## config.mk

```make
export PLATFORM = sky130hd
export DESIGN_NAME = adder_arbiter_flat
export DESIGN_NICKNAME = d
export VERILOG_FILES = /design/src/rtl/adder_arbiter_if.sv /design/src/rtl/adder_arbiter.sv /design/src/flat_wrapper.sv
export SDC_FILE = /design/constraint.sdc
export NUM_CORES = 1
export LEC_CHECK = 0
export ABC_AREA = 1
export CAP_MARGIN = 10
export CORE_ASPECT_RATIO = 1.1
export CORE_MARGIN = 8
export CORE_UTILIZATION = 42
export CTS_CLUSTER_DIAMETER = 50
export DETAILED_ROUTE_END_ITERATION = 10
export GPL_TIMING_DRIVEN = 0
export PLACE_DENSITY_LB_ADDON = 0.25
export SYNTH_ARGS = -nofsm -noshare
export SYNTH_HDL_FRONTEND = slang
export SYNTH_SLANG_ARGS = --single-unit
```

## constraint.sdc

```tcl
create_clock -name clk -period 3.75 [get_ports clk]
set_clock_uncertainty 0.05 [all_clocks]
set_input_delay 0.75 -clock clk [delete_from_list [all_inputs] [get_ports clk]]
set_output_delay 0.75 -clock clk [all_outputs]
set_load 0.05 [all_outputs]
```

## src/rtl/adder_arbiter_if.sv

```systemverilog
// adder_arbiter_if: request, response and status signals of the shared-adder arbiter.
// master = requesters and response consumer; slave = the arbiter.
// Operand and sum buses are declared [0:31] with index 0 as the LSB.
interface adder_arbiter_if #(
    parameter int unsigned TAG_W = 2
);
    logic             r0_valid;
    logic             r0_ready;
    logic [0:31]      r0_a;
    logic [0:31]      r0_b;
    logic             r0_ci;
    logic [1:0]       r0_mode;
    logic [TAG_W-1:0] r0_tag;

    logic             r1_valid;
    logic             r1_ready;
    logic [0:31]      r1_a;
    logic [0:31]      r1_b;
    logic             r1_ci;
    logic [1:0]       r1_mode;
    logic [TAG_W-1:0] r1_tag;

    logic             rsp_valid;
    logic             rsp_ready;
    logic [0:31]      rsp_sum;
    logic             rsp_co;
    logic             rsp_src;
    logic [TAG_W-1:0] rsp_tag;
    logic             busy;

    modport master (
        output r0_valid, r0_a, r0_b, r0_ci, r0_mode, r0_tag,
        output r1_valid, r1_a, r1_b, r1_ci, r1_mode, r1_tag,
        output rsp_ready,
        input  r0_ready, r1_ready,
        input  rsp_valid, rsp_sum, rsp_co, rsp_src, rsp_tag, busy
    );

    modport slave (
        input  r0_valid, r0_a, r0_b, r0_ci, r0_mode, r0_tag,
        input  r1_valid, r1_a, r1_b, r1_ci, r1_mode, r1_tag,
        input  rsp_ready,
        output r0_ready, r1_ready,
        output rsp_valid, rsp_sum, rsp_co, rsp_src, rsp_tag, busy
    );
endinterface

```

## src/rtl/adder_arbiter.sv

```systemverilog
// adder_arbiter: two requesters share one 16-bit adder datapath.
// Modes: 00/11 = 16-bit add, 01 = split 2x8 add, 10 = 32-bit add in two chained passes.
// Define ADDARB_RR_EN for round-robin arbitration; otherwise r0 has fixed priority.
module adder_arbiter #(
    parameter int unsigned TAG_W = 2
) (
    input logic             clk,
    input logic             rst_n,
    adder_arbiter_if.slave  bus
);

    typedef enum logic [1:0] {StIdle, StExec0, StExec1, StResp} state_e;

    state_e           state_q, state_d;
    logic [31:0]      a_q, a_d;
    logic [31:0]      b_q, b_d;
    logic [31:0]      sum_q, sum_d;
    logic             ci_q, ci_d;
    logic             src_q, src_d;
    logic             co_q, co_d;
    logic             carry_q, carry_d;
    logic [1:0]       mode_q, mode_d;
    logic [TAG_W-1:0] tag_q, tag_d;
`ifdef ADDARB_RR_EN
    logic             rr_ptr_q, rr_ptr_d;
`endif

    logic             grant;
    logic [15:0]      add_a, add_b, add_s;
    logic             add_ci, add_split, add_co;
    logic [8:0]       lo_sum, hi_sum;

    // [0:31] bus (index 0 = LSB) to numeric vector
    function automatic logic [31:0] to_num(input logic [0:31] v);
        logic [31:0] r;
        for (int i = 0; i < 32; i++) r[i] = v[i];
        return r;
    endfunction

    function automatic logic [0:31] to_bus(input logic [31:0] v);
        logic [0:31] r;
        for (int i = 0; i < 32; i++) r[i] = v[i];
        return r;
    endfunction

    // Grant selection and request-ready generation
    always_comb begin
`ifdef ADDARB_RR_EN
        if (bus.r0_valid && bus.r1_valid) grant = rr_ptr_q;
        else                              grant = ~bus.r0_valid;
`else
        grant = ~bus.r0_valid;
`endif
        bus.r0_ready = rst_n & (state_q == StIdle) & bus.r0_valid & ~grant;
        bus.r1_ready = rst_n & (state_q == StIdle) & bus.r1_valid & grant;
    end

    // Shared 16-bit adder; split mode blocks the carry out of bit 7
    always_comb begin
        add_a     = a_q[15:0];
        add_b     = b_q[15:0];
        add_ci    = ci_q;
        add_split = (state_q == StExec0) && (mode_q == 2'b01);
        if (state_q == StExec1) begin
            add_a  = a_q[31:16];
            add_b  = b_q[31:16];
            add_ci = carry_q;
        end
        lo_sum = {1'b0, add_a[7:0]} + {1'b0, add_b[7:0]} + {8'd0, add_ci};
        hi_sum = {1'b0, add_a[15:8]} + {1'b0, add_b[15:8]}
               + {8'd0, (add_split ? 1'b0 : lo_sum[8])};
        add_s  = {hi_sum[7:0], lo_sum[7:0]};
        add_co = hi_sum[8];
    end

    // Next-state and register capture
    always_comb begin
        state_d = state_q;
        a_d     = a_q;
        b_d     = b_q;
        sum_d   = sum_q;
        ci_d    = ci_q;
        src_d   = src_q;
        co_d    = co_q;
        carry_d = carry_q;
        mode_d  = mode_q;
        tag_d   = tag_q;
`ifdef ADDARB_RR_EN
        rr_ptr_d = rr_ptr_q;
`endif
        unique case (state_q)
            StIdle: begin
                if (bus.r0_valid || bus.r1_valid) begin
                    a_d    = grant ? to_num(bus.r1_a) : to_num(bus.r0_a);
                    b_d    = grant ? to_num(bus.r1_b) : to_num(bus.r0_b);
                    ci_d   = grant ? bus.r1_ci : bus.r0_ci;
                    mode_d = grant ? bus.r1_mode : bus.r0_mode;
                    tag_d  = grant ? bus.r1_tag : bus.r0_tag;
                    src_d  = grant;
`ifdef ADDARB_RR_EN
                    rr_ptr_d = ~grant;
`endif
                    state_d = StExec0;
                end
            end
            StExec0: begin
                sum_d[15:0] = add_s;
                carry_d     = add_co;
                if (mode_q == 2'b10) begin
                    state_d = StExec1;
                end else begin
                    sum_d[31:16] = 16'd0;
                    co_d         = add_co;
                    state_d      = StResp;
                end
            end
            StExec1: begin
                sum_d[31:16] = add_s;
                co_d         = add_co;
                state_d      = StResp;
            end
            StResp: begin
                if (bus.rsp_ready) state_d = StIdle;
            end
            default: state_d = StIdle;
        endcase
    end

    // Response outputs come straight from the result registers
    always_comb begin
        bus.rsp_valid = (state_q == StResp);
        bus.rsp_sum   = to_bus(sum_q);
        bus.rsp_co    = co_q;
        bus.rsp_src   = src_q;
        bus.rsp_tag   = tag_q;
        bus.busy      = (state_q != StIdle);
    end

    // State and datapath registers
    always_ff @(posedge clk or negedge rst_n) begin
        if (!rst_n) begin
            state_q <= StIdle;
            a_q     <= '0;
            b_q     <= '0;
            sum_q   <= '0;
            ci_q    <= 1'b0;
            src_q   <= 1'b0;
            co_q    <= 1'b0;
            carry_q <= 1'b0;
            mode_q  <= '0;
            tag_q   <= '0;
        end else begin
            state_q <= state_d;
            a_q     <= a_d;
            b_q     <= b_d;
            sum_q   <= sum_d;
            ci_q    <= ci_d;
            src_q   <= src_d;
            co_q    <= co_d;
            carry_q <= carry_d;
            mode_q  <= mode_d;
            tag_q   <= tag_d;
        end
    end

`ifdef ADDARB_RR_EN
    // Round-robin pointer; r0 is preferred out of reset
    always_ff @(posedge clk or negedge rst_n) begin
        if (!rst_n) rr_ptr_q <= 1'b0;
        else        rr_ptr_q <= rr_ptr_d;
    end
`endif

endmodule

```

## src/flat_wrapper.sv

```systemverilog
// flat-port wrapper written by rule: the top's interface ports become plain ports
module adder_arbiter_flat 
#(
    parameter int unsigned TAG_W = 2
)
  (clk, rst_n, bus_r0_valid, bus_r0_a, bus_r0_b, bus_r0_ci, bus_r0_mode, bus_r0_tag, bus_r1_valid, bus_r1_a, bus_r1_b, bus_r1_ci, bus_r1_mode, bus_r1_tag, bus_rsp_ready, bus_r0_ready, bus_r1_ready, bus_rsp_valid, bus_rsp_sum, bus_rsp_co, bus_rsp_src, bus_rsp_tag, bus_busy);
  adder_arbiter_if #(.TAG_W(TAG_W)) bus_i ();
  input logic clk;
  input logic rst_n;
  input wire logic [$bits(bus_i.r0_valid)-1:0] bus_r0_valid;
  input wire logic [$bits(bus_i.r0_a)-1:0] bus_r0_a;
  input wire logic [$bits(bus_i.r0_b)-1:0] bus_r0_b;
  input wire logic [$bits(bus_i.r0_ci)-1:0] bus_r0_ci;
  input wire logic [$bits(bus_i.r0_mode)-1:0] bus_r0_mode;
  input wire logic [$bits(bus_i.r0_tag)-1:0] bus_r0_tag;
  input wire logic [$bits(bus_i.r1_valid)-1:0] bus_r1_valid;
  input wire logic [$bits(bus_i.r1_a)-1:0] bus_r1_a;
  input wire logic [$bits(bus_i.r1_b)-1:0] bus_r1_b;
  input wire logic [$bits(bus_i.r1_ci)-1:0] bus_r1_ci;
  input wire logic [$bits(bus_i.r1_mode)-1:0] bus_r1_mode;
  input wire logic [$bits(bus_i.r1_tag)-1:0] bus_r1_tag;
  input wire logic [$bits(bus_i.rsp_ready)-1:0] bus_rsp_ready;
  output wire logic [$bits(bus_i.r0_ready)-1:0] bus_r0_ready;
  output wire logic [$bits(bus_i.r1_ready)-1:0] bus_r1_ready;
  output wire logic [$bits(bus_i.rsp_valid)-1:0] bus_rsp_valid;
  output wire logic [$bits(bus_i.rsp_sum)-1:0] bus_rsp_sum;
  output wire logic [$bits(bus_i.rsp_co)-1:0] bus_rsp_co;
  output wire logic [$bits(bus_i.rsp_src)-1:0] bus_rsp_src;
  output wire logic [$bits(bus_i.rsp_tag)-1:0] bus_rsp_tag;
  output wire logic [$bits(bus_i.busy)-1:0] bus_busy;
  assign bus_i.r0_valid = bus_r0_valid;
  assign bus_i.r0_a = bus_r0_a;
  assign bus_i.r0_b = bus_r0_b;
  assign bus_i.r0_ci = bus_r0_ci;
  assign bus_i.r0_mode = bus_r0_mode;
  assign bus_i.r0_tag = bus_r0_tag;
  assign bus_i.r1_valid = bus_r1_valid;
  assign bus_i.r1_a = bus_r1_a;
  assign bus_i.r1_b = bus_r1_b;
  assign bus_i.r1_ci = bus_r1_ci;
  assign bus_i.r1_mode = bus_r1_mode;
  assign bus_i.r1_tag = bus_r1_tag;
  assign bus_i.rsp_ready = bus_rsp_ready;
  assign bus_r0_ready = bus_i.r0_ready;
  assign bus_r1_ready = bus_i.r1_ready;
  assign bus_rsp_valid = bus_i.rsp_valid;
  assign bus_rsp_sum = bus_i.rsp_sum;
  assign bus_rsp_co = bus_i.rsp_co;
  assign bus_rsp_src = bus_i.rsp_src;
  assign bus_rsp_tag = bus_i.rsp_tag;
  assign bus_busy = bus_i.busy;
  adder_arbiter #(.TAG_W(TAG_W)) u_core (.clk(clk), .rst_n(rst_n), .bus(bus_i));
endmodule
```

==> results.yml <==
flow_run:
  drv.max_cap_violation_count: 0
synth:
  synth.cells.most_frequent: "336 x sky130_fd_sc_hd__nand2_1, 106 x sky130_fd_sc_hd__dfrtp_1, 77 x sky130_fd_sc_hd__nor2_1"
  synth_fp_nets: 928
  synth_seq_cells: 106
  syn_area_um2: 5717
  post_synth.cell_area_avg_um2: 7.492
  synthDominantCellAreaShare_pct: 46.40
  yosys_warnings: 0
  synth-edff-count: 0
  synth_flop_cell: "sky130_fd_sc_hd__dfrtp_1"
  synth_seq_area_share_pct: 46.40
  synth_cells: 763
  netlist.top_cell.by_area: "sky130_fd_sc_hd__dfrtp_1"
  synth.distinct_cells: 27
  post-synth-top-count-cell: "sky130_fd_sc_hd__nand2_1"
  synthTopCellsByArea: "sky130_fd_sc_hd__dfrtp_1 46%, sky130_fd_sc_hd__nand2_1 22%, sky130_fd_sc_hd__a31oi_1 7.6%, sky130_fd_sc_hd__nor2_1 5.1%, sky130_fd_sc_hd__ha_1 3.9%"
  async_set_or_reset_register_ratio_after_synthesis_pct: 100.0
floorplanning:
  core.rowCount: 44
  die-area_um2: 17600
  fp.dieW_um: 127.2
  floorplan_core_area_um2: 13270
  initial_core_util_pct: 43.09
  num_io_pins: 183
  fp.dieH_um: 138.4
global_routing:
  grt_overflow_total: 0
  largest_net_degree_at_the_start_of_global_routing: 70
  grtUsageTotal_pct: 20.83
  global_route_wire_length_before_repair_um: 29230
  antenna_violations_before_repair: 1
  vias_in_the_first_global_route: 5737
sta:
  finalCriticalPeriod_ns: 3.502
  rsz0062_at_grt: "no"
  timing_worst_slew_pin_value_ns: 0.5577
  fin_crit_sh_pct: 93.40
  hold_viol_final: 0
  slew-limit-headroom_pct: 62.70
  timing.final.setup_violations: 0
  setup_tns_final_ns: 0
  setup_ws_ns: 0.2475
  report.final.slew_viol_count: 0
  max_clock_freq_mhz: 285.5
critical_path:
  worst_path_max_delay_cell: "sky130_fd_sc_hd__fa_2"
  cp-end-kind: "register"
  critPathBufInv: 3
  worst-endpoint-required_ns: 3.99
  crit_top_cell: "sky130_fd_sc_hd__fa_2"
  critPathMaxFanout: 10
  max_stage_delay_ns: 0.40
  reg2regPathDepth: 17
  worst_r2r_endpoint: "u_core.sum_q[28]"
  arrival_ns: 3.74
  timing.critical_path.from_type: "register"
  critical_path.cell_chain: "inv_2 > ha_2 > buf_8 > buf_8 > mux2i_4 > fa_2 > fa_2 > o21ai_2 > nand4_1 > a21oi_2 > fa_2 > fa_2 > nand3_1 > nand3_1 > xor2_2 > nand2_1 > nand2_1"
  worst_setup_path_category: "register to register"
  regToRegSetupSlack_ns: 0.25
  critPathTopFamily: "adder cells"
  r2r-start: "u_core.state_q[0]"
final_layout:
  cell_count_final_fillers_out: 1147
  final_design_area_no_fill_um2: 8172
  final_net_count: 1123
  drive_above_1_share_pct: 6.341
  syn_to_final_growth_pct: 42.94
pwr:
  p_leak_nw: 3.823
  sequentialPowerShare_pct: 24.5
  cell_internal_pwr_w: 0.004214
  power.ir.vdd_worst_mv: 0.3713
  power.share.switching_pct: 49.04
  share_clk_of_total_power_pct: 10.8
  power.share.combinational_pct: 64.7
  power-per-cell-area_nw_per_um2: 1012
  switchingPower_w: 0.004055
route:
  drtPass1Iterations: 6
  detailroute.via_count: 5672
  wl_per_cell_um: 15.82
  drt_drc_violations_left: 0
  drtAntennaViolNets: 0
  drtIter0Drc: 330
  post_drt_via_cell_ratio: 4.945
  finalWirelength_um: 18150
cts:
  cts_buffer_depth: 2
  cts.root.buffer_cell: "sky130_fd_sc_hd__clkbuf_16"
  worstSkewPairLatency_ns: 0.35
  cts_max_level: 3
  clkSinkCount: 106
  path_clk_slew_ns: 0.07
  cts_tree: "built"
  cts_made_buffers: 9
placed_design:
  dp_worst_setup_slack_ns: -0.8333
  place.gp.congestion: 0.8751
  hpwlAfterDp_um: 14550
  placed_cells: 1129
  numPortBuffers: 181
  placedInstanceArea_um2: 7784
outcome:
  run_status: "complete, no violations"
hold_path:
  min_path_type: "input port to asynchronous set/reset pin"
## final cells by class
class,instances,area (µm²)
flip-flops and latches,106,2653
diodes,1,2.502
plain buffers,41,229.0
multi-input cells,577,2788
repair buffers,184,1852
clock buffers,12,256.5
inverters,39,146.4
clock inverters,3,15.01
fillers,1237,5096
well taps,184,230.2
## through the flow
step	hold WS (ns)	utilization [%]	power, W
floorplan	0.3986	-	0.005600
global route	0.3588	61.59	0.009057
CTS	0.3359	61.20	0.008183
detailed placement	0.4163	58.67	0.007125
finish	0.3209	61.59	0.008269
global placement	0.4127	58.48	0.007024
## sequential cells by signal, summed over array words and instances, names as in the netlist
signal,cells
u_core.a_q,32
u_core.b_q,32
u_core.bus.rsp_co,1
u_core.bus.rsp_src,1
u_core.bus.rsp_tag,2
u_core.carry_q,1
u_core.ci_q,1
u_core.mode_q,2
u_core.state_q,2
u_core.sum_q,32
## cell usage in the layout, fill, tap and decap left out, types with 3 or more instances in the layout
| cell | n |
|---|---|
| sky130_fd_sc_hd__clkinv_2 | 3 |
| sky130_fd_sc_hd__xor2_1 | 3 |
| sky130_fd_sc_hd__ha_1 | 14 |
| sky130_fd_sc_hd__buf_6 | 3 |
| sky130_fd_sc_hd__clkdlybuf4s50_1 | 180 |
| sky130_fd_sc_hd__nor2_1 | 77 |
| sky130_fd_sc_hd__a21oi_2 | 3 |
| sky130_fd_sc_hd__inv_1 | 36 |
| sky130_fd_sc_hd__clkbuf_1 | 17 |
| sky130_fd_sc_hd__clkbuf_16 | 9 |
| sky130_fd_sc_hd__fa_2 | 4 |
| sky130_fd_sc_hd__buf_4 | 6 |
| sky130_fd_sc_hd__a21oi_1 | 10 |
| sky130_fd_sc_hd__nand3_1 | 23 |
| sky130_fd_sc_hd__inv_2 | 3 |
| sky130_fd_sc_hd__a31oi_1 | 69 |
| sky130_fd_sc_hd__o21ai_0 | 17 |
| sky130_fd_sc_hd__dfrtp_1 | 106 |
| sky130_fd_sc_hd__nand2_1 | 336 |
| sky130_fd_sc_hd__buf_2 | 14 |
| sky130_fd_sc_hd__nand4_1 | 3 |
## power by group through the flow
stage / Combinational (W) / Clock, W / Sequential [W]
after global routing: 0.00602 / 0.000939 / 0.00209
final: 0.00535 / 0.000890 / 0.00203
after CTS: 0.00525 / 0.000901 / 0.00203
after global placement: 0.00499 / 0 / 0.00203
after floorplan: 0.00315 / 0 / 0.00245
after detailed placement: 0.00508 / 0 / 0.00204
## per-layer routing
| metal | up-vias | GRT usage [%] | wire [µm] |
|---|---|---|---|
| li1 | 2848 | - | - |
| met1 | 2609 | 23.90 | 7341 |
| met2 | 194 | 36.66 | 9026 |
| met3 | 21 | 6.192 | 1514 |
| met4 | 0 | 5.643 | 268 |
| met5 | - | 0 | 0 |
## worst max-delay path by stage
stage,slack [ns],cells after the start,start,to
CTS,0.003,19,u_core.state_q[0],u_core.sum_q[28]
global route,0.006,5,rst_n,bus_r1_ready
global placement,-3.23,4,rst_n,bus_r1_ready
detailed placement,-0.83,17,u_core.state_q[0],u_core.sum_q[12]
finish,0.25,17,u_core.state_q[0],u_core.sum_q[28]
floorplan,0.007,17,u_core.state_q[0],u_core.sum_q[12]
## cell families after synthesis
| logic type | synth area share (%) |
|---|---|
| XOR/XNOR | 0.9192 |
| adder cells (fa/ha/maj) | 5.340 |
| AND/OR/NAND/NOR | 29.98 |
| AO/OA/AOI/OAI | 10.75 |
| buffers and inverters | 6.084 |
| flip-flops | 46.40 |
| multiplexers | 0.5253 |
## repair_timing
action	4_1_cts	5_1_grt
gates resized for setup	18	9
hold buffers	0	0
pin swaps	1	4
buffers inserted	0	2
setup endpoints to repair	18	13
(Power assumes the default switching activity.)
